<file path="src/rtl/dump_pkg.sv">
// Shared types and constants for the state dump reader.
// No logic here; types, tags and widths only.
// Imported by the reader FSM and its output stage.
package dump_pkg;

  typedef enum logic [2:0] {
    ST_IDLE,
    ST_REGS,
    ST_MEM,
    ST_DRAIN,
    ST_DONE
  } state_t;

  localparam logic TAG_REG = 1'b0;
  localparam logic TAG_MEM = 1'b1;

  // Width of out_index and of the internal entry counter.
  localparam int IDX_W = 8;

endpackage

</file>
<file path="src/rtl/dump_out_stage.sv">
// Single output register holding one beat plus its valid/ready handshake.
// Latency: a loaded beat is presented on the cycle after load.
// Backpressure: can_load is high only when empty or the held beat leaves this cycle.
module dump_out_stage
  import dump_pkg::*;
#(
  parameter int DATA_W = 32
) (
  input  logic              clk,
  input  logic              rst,
  input  logic              load,
  input  logic [DATA_W-1:0] load_data,
  input  logic              load_tag,
  input  logic [IDX_W-1:0]  load_index,
  input  logic              load_last,
  input  logic              out_ready,
  output logic              can_load,
  output logic              out_valid,
  output logic [DATA_W-1:0] out_data,
  output logic              out_tag,
  output logic [IDX_W-1:0]  out_index,
  output logic              out_last
);

  // A slot frees up either because it is empty or its beat is taken this edge.
  assign can_load = !out_valid || out_ready;

  // Beat register: load replaces, acceptance without reload empties; fields hold otherwise.
  always_ff @(posedge clk or posedge rst) begin
    if (rst) begin
      out_valid <= 1'b0;
      out_data  <= '0;
      out_tag   <= 1'b0;
      out_index <= '0;
      out_last  <= 1'b0;
    end else if (load) begin
      out_valid <= 1'b1;
      out_data  <= load_data;
      out_tag   <= load_tag;
      out_index <= load_index;
      out_last  <= load_last;
    end else if (out_valid && out_ready) begin
      out_valid <= 1'b0;
    end
  end

endmodule

</file>
<file path="src/rtl/state_dump_reader.sv">
// Streams the register file then data memory words 0..DMEM_WORDS-1 as tagged beats.
// Latency: first beat valid two cycles after start; one beat per cycle thereafter.
// Backpressure: out_ready low stalls the walk; the held beat stays stable.
module state_dump_reader
  import dump_pkg::*;
#(
  parameter int NUM_REGS   = 32,
  parameter int DMEM_WORDS = 64,
  parameter int DATA_W     = 32
) (
  input  logic                        clk,
  input  logic                        rst,
  input  logic                        start,
  output logic [$clog2(NUM_REGS)-1:0] rf_raddr,
  input  logic [DATA_W-1:0]           rf_rdata,
  output logic [31:0]                 dm_raddr,
  input  logic [DATA_W-1:0]           dm_rdata,
  output logic                        out_valid,
  input  logic                        out_ready,
  output logic [DATA_W-1:0]           out_data,
  output logic                        out_tag,
  output logic [IDX_W-1:0]            out_index,
  output logic                        out_last,
  output logic                        busy,
  output logic                        done
);

  localparam int RA_W = $clog2(NUM_REGS);
  localparam logic [IDX_W-1:0] LAST_REG  = IDX_W'(NUM_REGS - 1);
  localparam logic [IDX_W-1:0] LAST_WORD = IDX_W'(DMEM_WORDS - 1);

  state_t             state, state_nxt;
  logic [IDX_W-1:0]   cnt, cnt_nxt;
  logic               can_load;
  logic               load;
  logic [DATA_W-1:0]  load_data;
  logic               load_tag;
  logic               load_last;

  // State and entry counter registers.
  always_ff @(posedge clk or posedge rst) begin
    if (rst) begin
      state <= ST_IDLE;
      cnt   <= '0;
    end else begin
      state <= state_nxt;
      cnt   <= cnt_nxt;
    end
  end

  // Walk control: fetch one entry whenever the output slot can take it.
  always_comb begin
    state_nxt = state;
    cnt_nxt   = cnt;
    load      = 1'b0;
    load_data = '0;
    load_tag  = TAG_REG;
    load_last = 1'b0;
    case (state)
      ST_IDLE: begin
        if (start) begin
          state_nxt = ST_REGS;
          cnt_nxt   = '0;
        end
      end
      ST_REGS: begin
        if (can_load) begin
          load      = 1'b1;
          load_data = rf_rdata;
          load_tag  = TAG_REG;
          if (cnt == LAST_REG) begin
            cnt_nxt   = '0;
            state_nxt = ST_MEM;
          end else begin
            cnt_nxt = cnt + 1'b1;
          end
        end
      end
      ST_MEM: begin
        if (can_load) begin
          load      = 1'b1;
          load_data = dm_rdata;
          load_tag  = TAG_MEM;
          if (cnt == LAST_WORD) begin
            load_last = 1'b1;
            cnt_nxt   = '0;
            state_nxt = ST_DRAIN;
          end else begin
            cnt_nxt = cnt + 1'b1;
          end
        end
      end
      ST_DRAIN: begin
        if (out_valid && out_ready && out_last) begin
          state_nxt = ST_DONE;
        end
      end
      ST_DONE: begin
        state_nxt = ST_IDLE;
      end
      default: begin
        state_nxt = ST_IDLE;
      end
    endcase
  end

  // Read addresses are parked at zero whenever their source is not being walked.
  assign rf_raddr = (state == ST_REGS) ? cnt[RA_W-1:0] : '0;
  assign dm_raddr = (state == ST_MEM) ? {{(30 - IDX_W){1'b0}}, cnt, 2'b00} : '0;

  assign busy = (state == ST_REGS) || (state == ST_MEM) || (state == ST_DRAIN);
  assign done = (state == ST_DONE);

  dump_out_stage #(
    .DATA_W (DATA_W)
  ) u_out (
    .clk        (clk),
    .rst        (rst),
    .load       (load),
    .load_data  (load_data),
    .load_tag   (load_tag),
    .load_index (cnt),
    .load_last  (load_last),
    .out_ready  (out_ready),
    .can_load   (can_load),
    .out_valid  (out_valid),
    .out_data   (out_data),
    .out_tag    (out_tag),
    .out_index  (out_index),
    .out_last   (out_last)
  );

endmodule

</file>
<file path="config.mk">
export PLATFORM = sky130hd
export DESIGN_NAME = state_dump_reader
export DESIGN_NICKNAME = d
export VERILOG_FILES = /design/src/rtl/dump_pkg.sv /design/src/rtl/dump_out_stage.sv /design/src/rtl/state_dump_reader.sv
export SDC_FILE = /design/constraint.sdc
export NUM_CORES = 1
export LEC_CHECK = 0
export ABC_CLOCK_PERIOD_IN_PS = 2100
export CORE_ASPECT_RATIO = 0.7
export CORE_MARGIN = 2
export CORE_UTILIZATION = 35
export CTS_CLUSTER_DIAMETER = 50
export CTS_CLUSTER_SIZE = 28
export DETAILED_ROUTE_END_ITERATION = 10
export HOLD_SLACK_MARGIN = 0.03
export PLACE_DENSITY = 0.73
export RECOVER_POWER = 50
export SLEW_MARGIN = 20
export SYNTH_ARGS = -nofsm -noshare
export SYNTH_HDL_FRONTEND = slang
export SYNTH_SLANG_ARGS = --single-unit
</file>
<file path="constraint.sdc">
create_clock -name clk -period 2.1 [get_ports clk]
set_input_delay 0.42 -clock clk [delete_from_list [all_inputs] [get_ports clk]]
set_output_delay 0.42 -clock clk [all_outputs]
set_load 0.01 [all_outputs]
</file>
==> flow_summary.toml, run 1 <==
[status]
status = "completed"

[die]
fp.dieW_um = 111
start_util = 0.359
core_um2 = 7800
row_count = 27
io_pins = 150
dieArea_um2 = 8740
die_h_um = 78.8

[yosys]
yosysTopAreaCell = "dfrtp_1"
synth.cell_area_um2 = 2800
synthCells = 286
ys.flop_type = "dfrtp_1"
synth-seq-cells = 54
ys_seq_area_frac = 0.483
syn_area_per_cell_um2 = 9.79
synth_edf_count = 0
ys_top_cells_by_area = "dfrtp_1 48%, nand2_1 9.7%, a22oi_1 8.6%"
yosysTopAreaCellShare = 0.483
synthArstFlopShare = 1.00
yosys_warnings = 0
synth.distinct_cells = 50

[sta]
worstMarginPinSlew_ns = 0.848
hold_ws_ns = 0.466
max_freq_ghz = 0.503
slew_viol_final = 0
slew_headroom = 0.434
layout_min_cycle_time_ns = 1.99
fin_crit_sh = 0.946
rsz0062_at_grt = "false"
hold_violations = 0
setup_viol = 0
finalClockSkew_ns = 0.00410

[setup_path]
arrival_ns = 1.57
crit_required_ns = 1.68
endpoint_kind = "output pin"
cpPeakStageDelay_ns = 0.43
critPathMaxFanout = 4
reg2reg_from = "state[0]$_DFFE_PP0P_"
setup.worst_path.start = "state[0]$_DFFE_PP0P_"
worstSetupPathType = "register to output pin"
startpoint_type = "register"
slowest_stage = "dfrtp_1"
cp_cell_sequence = "nor3b_4 -> buf_4 -> and2_1 -> dlygate4sd2_1"

[finish]
final_common_cell = "clkdlybuf4s50_1"
n_fill_cell = 722
layout-drive-gt1-share = 0.130
antenna_cells = 0
fin_nets = 499
area_growth_pct = 56.5
design_area_um2 = 4380
multi_input_area_um2 = 1280
final_cell_mix = "83 x clkdlybuf4s50_1, 72 x nand2_1, 52 x dfrtp_1, 32 x a22oi_1, 27 x dlygate4sd3_1"
seqCellArea_um2 = 1350

[grt]
grt_max_degree = 35
grt_pass1_wl_mm = 12.5
grt_pass1_vias = 2557
grt.met2_usage = 0.291
track_usage = 0.177
grt_overflow_total = 0
antenna_found_initial = 0
grt_busiest_layer = "met2"
gr-usage-met3 = 0.0573
use_met1 = 0.228

[cts]
clock-sinks = 54
cts.path.max_buffers = 2
insertion_delay_ns = 0.29
numCtsBuffers = 5
cts_hold_buf = 0
clk_pin_slew_ns = 0.07
cts_tree = "built"
cts-htree-levels = 2
clockRootBuffer = "clkbuf_16"

[place]
gp_congestion = 0.864
hpwlAfterDp_mm = 5.83
placed_area_um2 = 4190
numPortBuffers = 125

[pwr]
power_mw = 4.68
p_leak_nw = 2.08
ir_drop_mv = 0.436
power_density_nw_per_um2 = 1070

[hold_path]
min-delay-path-class = "register to register"
hold_start = "u_out.out_data[15]$_DFFE_PP0P_"

[detailed_routing]
totalWireLength_mm = 8.00
firstDrtPassIters = 4
drt_iter0_drc = 97
drc = 0
drtAntennaViolNets = 0
avgRoutedWirePerCell_um = 15.0
via_per_inst = 4.90
num_vias = 2607

[flow_run]
maxCapViolations = 0
[critical path, delay by kind of cell (launching register included)]
family        cells  cell delay (ns)
buf+inv           2             0.44
flops             1             0.43
simple gates      2             0.41
[sequential cells by signal (all words and copies together) (netlist names)]
name / count
u_out.out_tag: 1
u_out.out_valid: 1
u_out.out_last: 1
u_out.out_data: 32
state: 3
cnt: 8
u_out.out_index: 8
[cell families after synthesis]
family | count (synthesis) | synth area share
other | 1 | 0.00134
and+or+nand+nor | 124 | 0.227
adders and majority gates | 1 | 0.00447
AOI/OAI and AO/OA | 57 | 0.154
muxes | 7 | 0.0282
buffers and inverters | 42 | 0.102
DFF | 54 | 0.483
[timing repair]
action,CTS,global route
setup endpoints to repair,14,31
setup buffers,4,0
resized for setup,18,2
pin swaps,1,1
cloned,0,1
[synthesized netlist by cell type (all sizes together) (2+ instances only)]
cell type,number
nand2,72
dfrtp,54
buf,38
a22oi,32
and2,15
mux2,7
nor2,7
nand3,4
o21ai,4
a22o,3
nor3,3
nor3b,3
nor4,3
o31ai,3
a21o,2
and3,2
clkbuf,2
inv,2
nand2b,2
nor2b,2
nor4b,2
o211ai,2
o22ai,2
or3,2
[final cells by class]
| cell class | instances | share of cell area |
|---|---|---|
| repair buffers | 153 | 0.334 |
| flip-flops and latches | 54 | 0.309 |
| inverters | 2 | 0.00171 |
| multi-input cells | 214 | 0.292 |
| clock inverters | 2 | 0.00285 |
| clock buffers | 6 | 0.0317 |
| well taps | 101 | 0.0288 |
[per-stage QoR]
| step | std cells | TNS, ns | utilization | setup WS, ns |
|---|---|---|---|---|
| 3_5_place_dp | 519 | -0.183 | 0.537 | -0.0548 |
| 5_1_grt | 532 | 0 | 0.562 | 0.0109 |
| 2_1_floorplan | 309 | 0 | - | 0.273 |
| 4_1_cts | 531 | 0 | 0.560 | 0.0497 |
| 3_3_place_gp | 519 | -0.0447 | 0.537 | -0.0447 |
| 6_report | 532 | 0 | 0.562 | 0.113 |
[per-layer routing]
metal  routed length, um  up-vias
met4                  73        0
li1                    -     1249
met3                 804        8
met1                3360     1238
met2                3760      112
met5                   0        -
[power by group]
group / internal [mW] / switching (mW) / leakage, nW
clock network: 0.473 / 0.376 / 0.0729
logic: 1.11 / 1.05 / 1.33
registers: 1.44 / 0.230 / 0.676
[worst paths after layout]
path / to / slack (ns) / cells past startpoint
setup / recovery: rf_raddr[0] / 0.11 / 4
hold / removal: u_out.out_data[15]$_DFFE_PP0P_ / 0.47 / 2
max in group asynchronous: state[2]$_DFFE_PP0P_ / 0.66 / 3
hold reg to reg: u_out.out_data[15]$_DFFE_PP0P_ / 0.47 / 2
setup reg to reg: cnt[6]$_DFFE_PP0P_ / 0.13 / 6
min in group asynchronous: u_out.out_data[8]$_DFFE_PP0P_ / 0.75 / 2
Power figures use the tool's default switching activity.
==> run 2, diff against run 1 <==
--- a/config.mk
+++ b/config.mk
@@ -15,6 +15,7 @@
 export HOLD_SLACK_MARGIN = 0.03
 export PLACE_DENSITY = 0.73
 export RECOVER_POWER = 50
+export SKIP_LAST_GASP = 1
 export SLEW_MARGIN = 20
 export SYNTH_ARGS = -nofsm -noshare
 export SYNTH_HDL_FRONTEND = slang
==> flow_summary.toml, run 2 (same netlist as run 1, synthesis figures left out) <==
[sta]
timing.setup.tns_ns = 0
worstMarginPinSlew_ns = 0.850
fin_crit_sh = 0.952
max_freq_ghz = 0.500
setup_viol = 0
setup_slack_ns = 0.101
rsz0062_at_grt = "false"
hold_violations = 0
slew_headroom = 0.433
layout_min_cycle_time_ns = 2.00
slew_viol_final = 0
finalClockSkew_ns = 0.00410

[finish]
final_common_cell = "clkdlybuf4s50_1"
fin_nets = 499
antenna_cells = 0
largestRegisters = "u_out.out_data x32, cnt x8, u_out.out_index x8"
layout-drive-gt1-share = 0.130
final_cell_mix = "83 x clkdlybuf4s50_1, 72 x nand2_1, 51 x dfrtp_1, 32 x a22oi_1, 27 x dlygate4sd3_1"
largest_reg_flops = 32
n_fill_cell = 722
top_register = "u_out.out_data"
area_growth_pct = 56.7

[grt]
track_usage = 0.177
grt_pass1_vias = 2557
grt_max_degree = 35
antenna_found_initial = 0
grt_pass1_wl_mm = 12.5
grt_overflow_total = 0

[detailed_routing]
totalWireLength_mm = 8.00
firstDrtPassIters = 4
drc = 0
drt_iter0_drc = 109
drtAntennaViolNets = 0
via_per_inst = 4.88
num_vias = 2598
avgRoutedWirePerCell_um = 15.0

[pwr]
power_density_nw_per_um2 = 1070
p_leak_nw = 2.10
ir_drop_mv = 0.435

[setup_path]
cp_cell_sequence = "nor3b_4 -> buf_4 -> and2_1 -> dlygate4sd2_1"
cpPeakStageDelay_ns = 0.45
crit_buf_inv = 2
r2r_cells = 7
crit_family = "flip-flops"
critPathMaxFanout = 4
arrival_ns = 1.58
slowest_stage = "dfrtp_2"
endpoint_kind = "output pin"
startpoint_type = "register"
crit_required_ns = 1.68
cp.depth = 4
worstSetupPathType = "register to output pin"

[cts]
cts-htree-levels = 2
cts.path.max_buffers = 2
cts_hold_buf = 0
numCtsBuffers = 5
clockRootBuffer = "clkbuf_16"
clk_pin_slew_ns = 0.07
cts_tree = "built"
insertion_delay_ns = 0.29
clock-sinks = 54

[die]
die_h_um = 78.8
core_um2 = 7800
row_count = 27
start_util = 0.359
fp.dieW_um = 111
dieArea_um2 = 8740
io_pins = 150

[status]
status = "completed"

[place]
gp_congestion = 0.864
place_ws_ns = -0.0548
hpwlAfterDp_mm = 5.83
numPortBuffers = 125

[hold_path]
min-delay-path-class = "register to register"
min_path_cells = 2

[flow_run]
maxCapViolations = 0
-- run 2: changes by cell type in the layout (fill, tap and decap cells not counted) --
cell,previous run,this run
dfrtp_2,2,3
buf_4,26,25
dlymetal6s2s_1,1,3
dlygate4sd2_1,14,12
dfrtp_1,52,51
clkbuf_1,0,1
-- run 2: power by group --
part / switching, mW / total [mW] / internal [mW] / leakage [nW]
clock: 0.376 / 0.849 / 0.473 / 0.0729
combinational: 1.05 / 2.16 / 1.11 / 1.35
sequential: 0.230 / 1.68 / 1.45 / 0.676
-- run 2: final cells by class --
| cell class | instances | area, um2 | area share |
|---|---|---|---|
| well taps | 101 | 126 | 0.0288 |
| inverters | 2 | 7.51 | 0.00171 |
| clock inverters | 2 | 12.5 | 0.00285 |
| clock buffers | 6 | 139 | 0.0317 |
| multi-input cells | 214 | 1280 | 0.292 |
| flip-flops and latches | 54 | 1360 | 0.309 |
| repair buffers | 153 | 1470 | 0.334 |
-- run 2: worst paths after layout --
check                                               start                              to  slack (ns)
max                                  state[2]$_DFFE_PP0P_                     rf_raddr[0]        0.10
max in group asynchronous                             rst            state[2]$_DFFE_PP0P_        0.66
min                        u_out.out_data[15]$_DFFE_PP0P_  u_out.out_data[15]$_DFFE_PP0P_        0.47
min reg2reg                u_out.out_data[15]$_DFFE_PP0P_  u_out.out_data[15]$_DFFE_PP0P_        0.47
max reg2reg                          state[2]$_DFFE_PP0P_  u_out.out_data[30]$_DFFE_PP0P_        0.14
min in group asynchronous                             rst   u_out.out_data[8]$_DFFE_PP0P_        0.75
-- run 2: what timing repair did --
action / in CTS / in global routing
cloned: 0 / 1
setup buffers: 4 / 0
gates resized for setup: 15 / 6
endpoints found under the setup margin: 14 / 38
pin swaps: 1 / 3
-- run 2: metal layers --
metal  GRT usage  routed length (um)  vias to the layer above
li1            -                   -                     1247
met5           0                   0                        -
met3      0.0573                 800                        8
met1       0.228                3360                     1230
met2       0.291                3770                      113
met4      0.0438                  73                        0
-- run 2: worst min-delay path: stages, from the launching register on --
cell and delay [ns]:
dfrtp_1 0.34, nand2_1 0.05, nand2_1 0.05
-- run 2: stage by stage --
stage	hold WS, ns	cell area [um2]	total power [mW]	util	std cells
after floorplan	0.495	2890	2.75	-	309
after global placement	0.457	4190	3.84	0.537	519
after detailed placement	0.461	4190	3.91	0.537	519
after CTS	0.479	4370	4.80	0.560	531
after global routing	0.495	4390	5.02	0.562	532
final	0.466	4390	4.68	0.562	532
